`src/rtl/extbus_pkg.sv`:
```
// Shared defaults for the external bus exchange register file.
package extbus_pkg;
  localparam int WORD_W = 72;
  localparam int TAG_W  = 8;
  localparam int NIB_W  = 4;

  typedef logic [NIB_W-1:0] nibble_t;
endpackage

```
`src/rtl/extbus_lane.sv`:
```
// One 4-bit slice of the register file: storage, priority write merge,
// write-through read registers and a same-cycle collision flag.
module extbus_lane
  import extbus_pkg::*;
#(
  parameter int DEPTH  = 4,
  parameter int NPORTS = 4,
  localparam int AW    = $clog2(DEPTH)
) (
  input  logic                    clk,
  input  logic                    reset,
  input  logic [NPORTS-1:0]       en,
  input  logic [NPORTS-1:0]       we,
  input  logic [NPORTS*AW-1:0]    addr,
  input  logic [NPORTS-1:0]       nib_we,
  input  logic [NPORTS*NIB_W-1:0] wdata,
  output logic [NPORTS*NIB_W-1:0] rdata,
  output logic                    collision
);

  nibble_t          mem [DEPTH];
  nibble_t          nxt [DEPTH];
  logic [DEPTH-1:0] taken;

  // Lowest-index writer claims the nibble; later writers to a claimed entry collide.
  always_comb begin
    nxt       = mem;
    taken     = '0;
    collision = 1'b0;
    for (int p = 0; p < NPORTS; p++) begin
      if (en[p] & we[p] & nib_we[p]) begin
        if (taken[addr[p*AW +: AW]]) begin
          collision = 1'b1;
        end else begin
          nxt[addr[p*AW +: AW]]   = wdata[p*NIB_W +: NIB_W];
          taken[addr[p*AW +: AW]] = 1'b1;
        end
      end
    end
  end

  always_ff @(posedge clk) begin
    if (reset) begin
      for (int i = 0; i < DEPTH; i++) mem[i] <= '0;
      rdata <= '0;
    end else begin
      mem <= nxt;
      for (int p = 0; p < NPORTS; p++) begin
        if (en[p]) rdata[p*NIB_W +: NIB_W] <= nxt[addr[p*AW +: AW]];
      end
    end
  end

endmodule

```
`src/rtl/extbus_rf.sv`:
```
// Multi-port bus exchange register file built from nibble lanes, with a
// sticky write-collision flag.
module extbus_rf
  import extbus_pkg::*;
#(
  parameter int WIDTH  = WORD_W,
  parameter int DEPTH  = 4,
  parameter int NPORTS = 4,
  localparam int AW    = $clog2(DEPTH),
  localparam int NNIB  = WIDTH / NIB_W
) (
  input  logic                    clk,
  input  logic                    reset,
  input  logic [NPORTS-1:0]       en,
  input  logic [NPORTS-1:0]       we,
  input  logic [NPORTS*AW-1:0]    addr,
  input  logic [NPORTS*NNIB-1:0]  nib_we,
  input  logic [NPORTS*WIDTH-1:0] wdata,
  output logic [NPORTS*WIDTH-1:0] rdata,
  output logic                    conflict,
  input  logic                    conflict_clr
);

  if (WIDTH % NIB_W != 0 || WIDTH < TAG_W) begin : g_bad_width
    $error("extbus_rf: WIDTH must be a nibble multiple wide enough for the tag");
  end

  logic [NNIB-1:0] lane_coll;

  for (genvar k = 0; k < NNIB; k++) begin : g_lane
    logic [NPORTS-1:0]       lnib;
    logic [NPORTS*NIB_W-1:0] lwd;
    logic [NPORTS*NIB_W-1:0] lrd;

    for (genvar p = 0; p < NPORTS; p++) begin : g_port
      assign lnib[p]                               = nib_we[p*NNIB + k];
      assign lwd[p*NIB_W +: NIB_W]                 = wdata[p*WIDTH + k*NIB_W +: NIB_W];
      assign rdata[p*WIDTH + k*NIB_W +: NIB_W]     = lrd[p*NIB_W +: NIB_W];
    end

    extbus_lane #(
      .DEPTH  (DEPTH),
      .NPORTS (NPORTS)
    ) u_lane (
      .clk       (clk),
      .reset     (reset),
      .en        (en),
      .we        (we),
      .addr      (addr),
      .nib_we    (lnib),
      .wdata     (lwd),
      .rdata     (lrd),
      .collision (lane_coll[k])
    );
  end

  // A new collision outranks a clear arriving in the same cycle.
  always_ff @(posedge clk) begin
    if (reset)           conflict <= 1'b0;
    else if (|lane_coll) conflict <= 1'b1;
    else if (conflict_clr) conflict <= 1'b0;
  end

endmodule

```
`config.mk`:
```
export PLATFORM = sky130hd
export DESIGN_NAME = extbus_rf
export DESIGN_NICKNAME = d
export VERILOG_FILES = /design/src/rtl/extbus_pkg.sv /design/src/rtl/extbus_lane.sv /design/src/rtl/extbus_rf.sv
export SDC_FILE = /design/constraint.sdc
export NUM_CORES = 2
export LEC_CHECK = 0
export CAP_MARGIN = 15
export CORE_MARGIN = 4
export CORE_UTILIZATION = 25
export CTS_CLUSTER_SIZE = 40
export DETAILED_ROUTE_END_ITERATION = 7
export PLACE_DENSITY_LB_ADDON = 0.08
export SLEW_MARGIN = 20
export SYNTH_ARGS = -nofsm -noshare
export SYNTH_HDL_FRONTEND = slang
export SYNTH_SLANG_ARGS = --single-unit
export TNS_END_PERCENT = 10
```
`constraint.sdc`:
```
create_clock -name clk -period 4.8 [get_ports clk]
set_input_delay 1.2 -clock clk [delete_from_list [all_inputs] [get_ports clk]]
set_output_delay 1.2 -clock clk [all_outputs]
set_load 0.03 [all_outputs]
```
### Word level (Yosys, flattened, before mapping)

Index checks and enable logic that the tools add are counted.

* register bits after elaboration: 577
* bits of input ports: 379
* output and inout bits: 289

* $lt $le $gt $ge: 15
* multiplexer cells: 776
* bitwise operators: 116
* reductions and logical operators: 9

Operators with widths (number)
* $mux 16: 144
* $bwmux 16: 72
* $mux 4: 239
* $bmux 4 s2: 72
* $mux 1: 187
* $or 4x4->4: 36
* $bmux 1 s2: 55
* $and 1x1->1: 76
* $demux 4 s2: 4
* $reduce_or 18->1: 1
* $ge 3x3->1 const B: 4
* $lt 2x3->1 const B: 4
* $lt 3x1->1 const B: 4
* $not 2->3: 4
* $logic_and 1x1->1: 7
* $demux 1 s2: 3
* $ge 2x1->1 const B: 3
* $reduce_bool 2->1: 1

### Longest topological paths before layout

* word-level depth: 21
* mapped depth: 14
* gate-level depth less buffers: 8

### Modules after synthesis

A second synthesis with hierarchy kept.

* cells, all modules: 6875
* area, all modules: 51615.8 µm²

By module, submodules not included
* extbus_lane at g_lane[11].u_lane ...: times used 16, cells an instance 386, area an instance 2881.5 µm², seq. area each 640.6 µm²
* extbus_lane at g_lane[0].u_lane: times used 1, cells an instance 349, area an instance 2797.7 µm², seq. area each 640.6 µm²
* extbus_lane at g_lane[10].u_lane: times used 1, cells an instance 342, area an instance 2623.8 µm², seq. area each 640.6 µm²
* extbus_rf: times used 1, cells an instance 8, area an instance 90.1 µm², seq. area each 20.0 µm²

### Worst setup path before layout

No wires, ideal clock.

* kind: input-to-reg
* start point: in addr[4]
* end point: reg g_lane[10].u_lane.rdata[4]
* setup time: 122 ps
* data arrival time: 3767 ps
* slack: 912 ps
* stages: 10
* cell sequence: buf_2 or4_1 clkbuf_1 a21o_1 a31oi_2 nor3_1 nor3_1 mux2i_1 mux2i_1 a221o_1

* cells in the longest elaborated chain, start to end: 14

RTL lines
* start, declared: RTL line extbus_rf.sv:16 `input logic [NPORTS*AW-1:0] addr,`
* $lt 2x3->1 (implied by the code), or another cell as far along: RTL line extbus_lane.sv:36 `taken[addr[p*AW +: AW]] = 1'b1;`
* $logic_and 1x1->1 (implied by the code), or another cell as far along: RTL line extbus_lane.sv:36
* $mux 1 (implied by the code) or $logic_and 1x1->1 (tied branches): RTL line extbus_lane.sv:36, extbus_lane.sv:35
* $demux 1 s2 or $mux 4 (tied branches)
* $or 4x4->4 (no source line) or $demux 4 s2 (tied branches)
* $mux 4 or $bwmux 16 (tied branches): RTL line extbus_lane.sv:32, extbus_lane.sv:35
* $mux 4 or $mux 16 (tied branches): RTL line extbus_lane.sv:31, extbus_lane.sv:32
* $bmux 1 s2 or $mux 16 (tied branches): RTL line extbus_lane.sv:32, extbus_lane.sv:31
* $mux 1 (implied by the code) or $bwmux 16 (tied branches): RTL line extbus_lane.sv:32, extbus_lane.sv:35
* $mux 16: RTL line extbus_lane.sv:32 `if (taken[addr[p*AW +: AW]]) begin`
* $mux 16 *: RTL line extbus_lane.sv:31 `if (en[p] & we[p] & nib_we[p]) begin`
* $bmux 4 s2 *: RTL line extbus_lane.sv:49 `if (en[p]) rdata[p*NIB_W +: NIB_W] <= nxt[addr[p*AW +: AW]];`
* $mux 4 (implied by the code) * (2 in a row): RTL line extbus_lane.sv:49
* end signal, assigned by index: RTL line extbus_lane.sv:49
* end, declared: RTL line extbus_lane.sv:17 `output logic [NPORTS*NIB_W-1:0] rdata,`

Mark *: on every way between the ends. The rest lies on a longest branch, timed or not. The select of a mux whose other input is x is not followed.
A chain may end at the register's enable or synchronous reset.

### Worst setup path in the final report

* start point: in we[2]
* end point: reg g_lane[10].u_lane.rdata[15]

* cells in the longest elaborated chain, start to end: 10

RTL lines
* start, declared: RTL line extbus_rf.sv:15 `input logic [NPORTS-1:0] we,`
* $and 1x1->1 * (2 in a row): RTL line extbus_lane.sv:31
* $mux 4: RTL line extbus_lane.sv:31
* $bmux 1 s2: RTL line extbus_lane.sv:32
* $mux 1 (implied by the code): RTL line extbus_lane.sv:32
* $mux 16: RTL line extbus_lane.sv:32
* $mux 16 *: RTL line extbus_lane.sv:31
* $bmux 4 s2 *: RTL line extbus_lane.sv:49
* $mux 4 (implied by the code) * (2 in a row): RTL line extbus_lane.sv:49

Marks and branches as above.

==> results.toml <==
[setup_path]
criticalPathCategory = "in2reg"
slowest_stage = "o311ai_1"
crit_path_end_kind = "flop"
required_ns = 5.37
crit_chain = "clkdlybuf4s50_1, and2_1, nand2_1, a2111o_1, o311ai_1, or2_1, mux2i_2, mux2i_1, a221o_1"
r2r_slack_ns = 2.83
cp_max_fo = 5
arrival_ns = 4.80
cp_slowest_stage_delay_ns = 0.79
setup.worst_path.start_class = "input port"

[logic_synthesis]
async_flop_share_pct = 0
synth-main-ff-cell = "dfxtp_1"
syn_area_per_cell_um2 = 8.06
syn_area_um2 = 43800
seq_area_frac_synth_pct = 26.4
yosysUniqueCellTypes = 117
synth_edf_count = 0
synthCells = 5434
synth_seq_cells = 577
syn-num-nets = 5813
synth-warning-count = 0

[detailed_routing]
drt-total-wl_um = 306000
drc = 0
vias = 51900
first_iter_violations = 5900
drtAntennaViolNets = 0
avgViaCountPerCell = 5.84
drt-pass1-iter-count = 7
wl_per_cell_um = 34.5

[place]
place_hpwl_um = 238000
numPortBuffers = 667
dp_worst_setup_slack_ns = -0.0497
gp_congestion = 0.994

[timing]
period_share_pct = 88.0
hold_ws_ns = 0.463
fmax_mhz = 237
finClkSkew_ns = 0.0321
setup_ws_ns = 0.575
report.final.slew_viol_count = 0
rsz0062_at_grt = "no"
relSlewSlack_pct = 20.9
finalSetupViolCount = 0
period_needed_ns = 4.23
tightestPinTransition_ns = 1.19
setup_tns_ns = 0
hold_violations = 0

[final_layout]
post_route_cells_drive_above_1_share_pct = 17.7
syn_to_final_growth_pct = 36.4
nNetsFinal = 6819

[grt]
gr-total-overflow = 0
antenna_found_initial = 80
grt_pass1_vias = 49900
grt_max_degree = 162
grt_use_total_pct = 32.1
grt_pass1_wl_um = 414000

[clock_tree]
clk_latency_ns = 0.71
cts_max_level = 3
clockBufferDepth = 3
cts_hold_buf = 0
cts_made_buffers = 81
clk_pin_slew_worst_paths_ns = 0.06
post_cts_buffers = 0
clock-root-buffer = "clkbuf_16"
clock_sinks = 577
tritoncts = "built"
post_cts_resized = 0

[hold_path]
min-delay-path-class = "reg2reg"

[floorplan]
core_um2 = 174000
die_h_um = 427
num_rows = 153
dieArea_um2 = 182000
fp.dieW_um = 427
initial_core_util_pct = 25.2
pin_count = 668

[power]
peakVddDrop_uv = 237
powerDensity_nw_per_um2 = 266
fin_total_pwr_w = 0.0159
p_leak_nw = 25.1

[flow_run]
drv_cap = 0

[outcome]
status = "complete, no violations"
[state kept, by name (all words and copies together) (netlist names)]
name	cells
g_lane.u_lane.rdata	288
g_lane.u_lane.mem	288
conflict	1
[layer usage]
layer | share of wire, % | global-route usage, % | wire, µm
met1 | 42 | 40.9 | 128000
met4 | 5.6 | 16.9 | 17200
met2 | 45 | 51.2 | 139000
met5 | 0.049 | 0 | 149
met3 | 7.4 | 6.13 | 22500
[cells in the mapped netlist (all sizes together) (38+ instances only)]
library cell  count  area (µm²)
a21oi           311        1560
a21o             44         330
o21bai           51         383
nor2            560        2120
mux2i           671        6730
a211o            38         333
o211ai          115         898
a31oi            71         450
o22ai            58         377
and3             51         319
o221ai           46         428
a22oi            81         608
nor3            116         611
nand3           144         726
and2             38         238
nor2b           169        1060
dfxtp           577       11600
a211oi          169        1290
a221o            50         500
o21ai           217        1090
clkbuf          284        1070
buf             142         822
nand4            68         480
mux2            182        2060
a221oi           79         717
inv              73         274
nand2           469        1760
a32oi            41         393
[worst max-delay path: cells and delay by family]
family          cells  cell delay, ns
compound gates      3            1.57
simple gates        3            0.85
buf+inv             1            0.64
mux                 2            0.53
[layout by cell type (no fill, tap or decap), drive strengths merged, types with 51 or more instances in the layout]
master / netlist / final
nand3: 144 / 144
a221oi: 79 / 79
diode: 0 / 65
dfxtp: 577 / 577
nor3: 116 / 116
buf: 142 / 696
nand2: 469 / 469
nand4: 68 / 68
o211ai: 115 / 115
inv: 73 / 73
o21ai: 217 / 217
nor2b: 169 / 169
o22ai: 58 / 58
o21bai: 51 / 51
clkbuf: 284 / 116
mux2: 182 / 182
a31oi: 71 / 71
nor2: 560 / 560
a22oi: 81 / 81
and3: 51 / 51
mux2i: 671 / 671
clkdlybuf4s50: 0 / 653
a21oi: 311 / 311
a211oi: 169 / 169
[stage by stage]
stage,instances,area (µm²),utilization [%]
after floorplan,5434,43800,-
after global placement,8682,57000,32.8
after detailed placement,8682,57000,32.8
after global routing,8870,59700,34.3
after CTS,8824,59600,34.3
final,8889,59800,34.3
[power breakdown]
group          switching, W  total, W  leakage, nW  internal [W]
clock               0.00265   0.00612         1.26       0.00347
combinational       0.00278   0.00449         19.1       0.00171
sequential         0.000206   0.00528         4.71       0.00507
total               0.00564    0.0159         25.1        0.0103
[final timing paths]
path                                                               start                                  endpoint  depth (start not counted)
worst max register to register       g_lane[15].u_lane.mem[9]$_SDFF_PP0_  g_lane[15].u_lane.rdata[13]$_SDFFE_PP0P_                          6
worst min-delay path            g_lane[17].u_lane.rdata[15]$_SDFFE_PP0P_  g_lane[17].u_lane.rdata[15]$_SDFFE_PP0P_                          1
worst min register to register  g_lane[17].u_lane.rdata[15]$_SDFFE_PP0P_  g_lane[17].u_lane.rdata[15]$_SDFFE_PP0P_                          1
worst max-delay path                                               we[2]  g_lane[10].u_lane.rdata[15]$_SDFFE_PP0P_                          9
[cell families after synthesis]
logic type	Yosys count	share of synthesized area, %
compound gates	1667	27.8
simple gates	1813	20.2
xor+xnor	18	0.428
buf+inv	501	4.95
flops	577	26.4
mux	858	20.3
[area by class of cell]
type | count | area [µm²]
antenna | 65 | 163
clock buffer | 116 | 2280
clock inverter | 26 | 308
fill | 18500 | 114000
inverter | 75 | 285
multi-input combinational | 4356 | 30200
sequential | 577 | 11600
tap | 2325 | 2910
timing repair buffer | 1349 | 12100
Note: power is estimated with default switching activity, not from simulation.
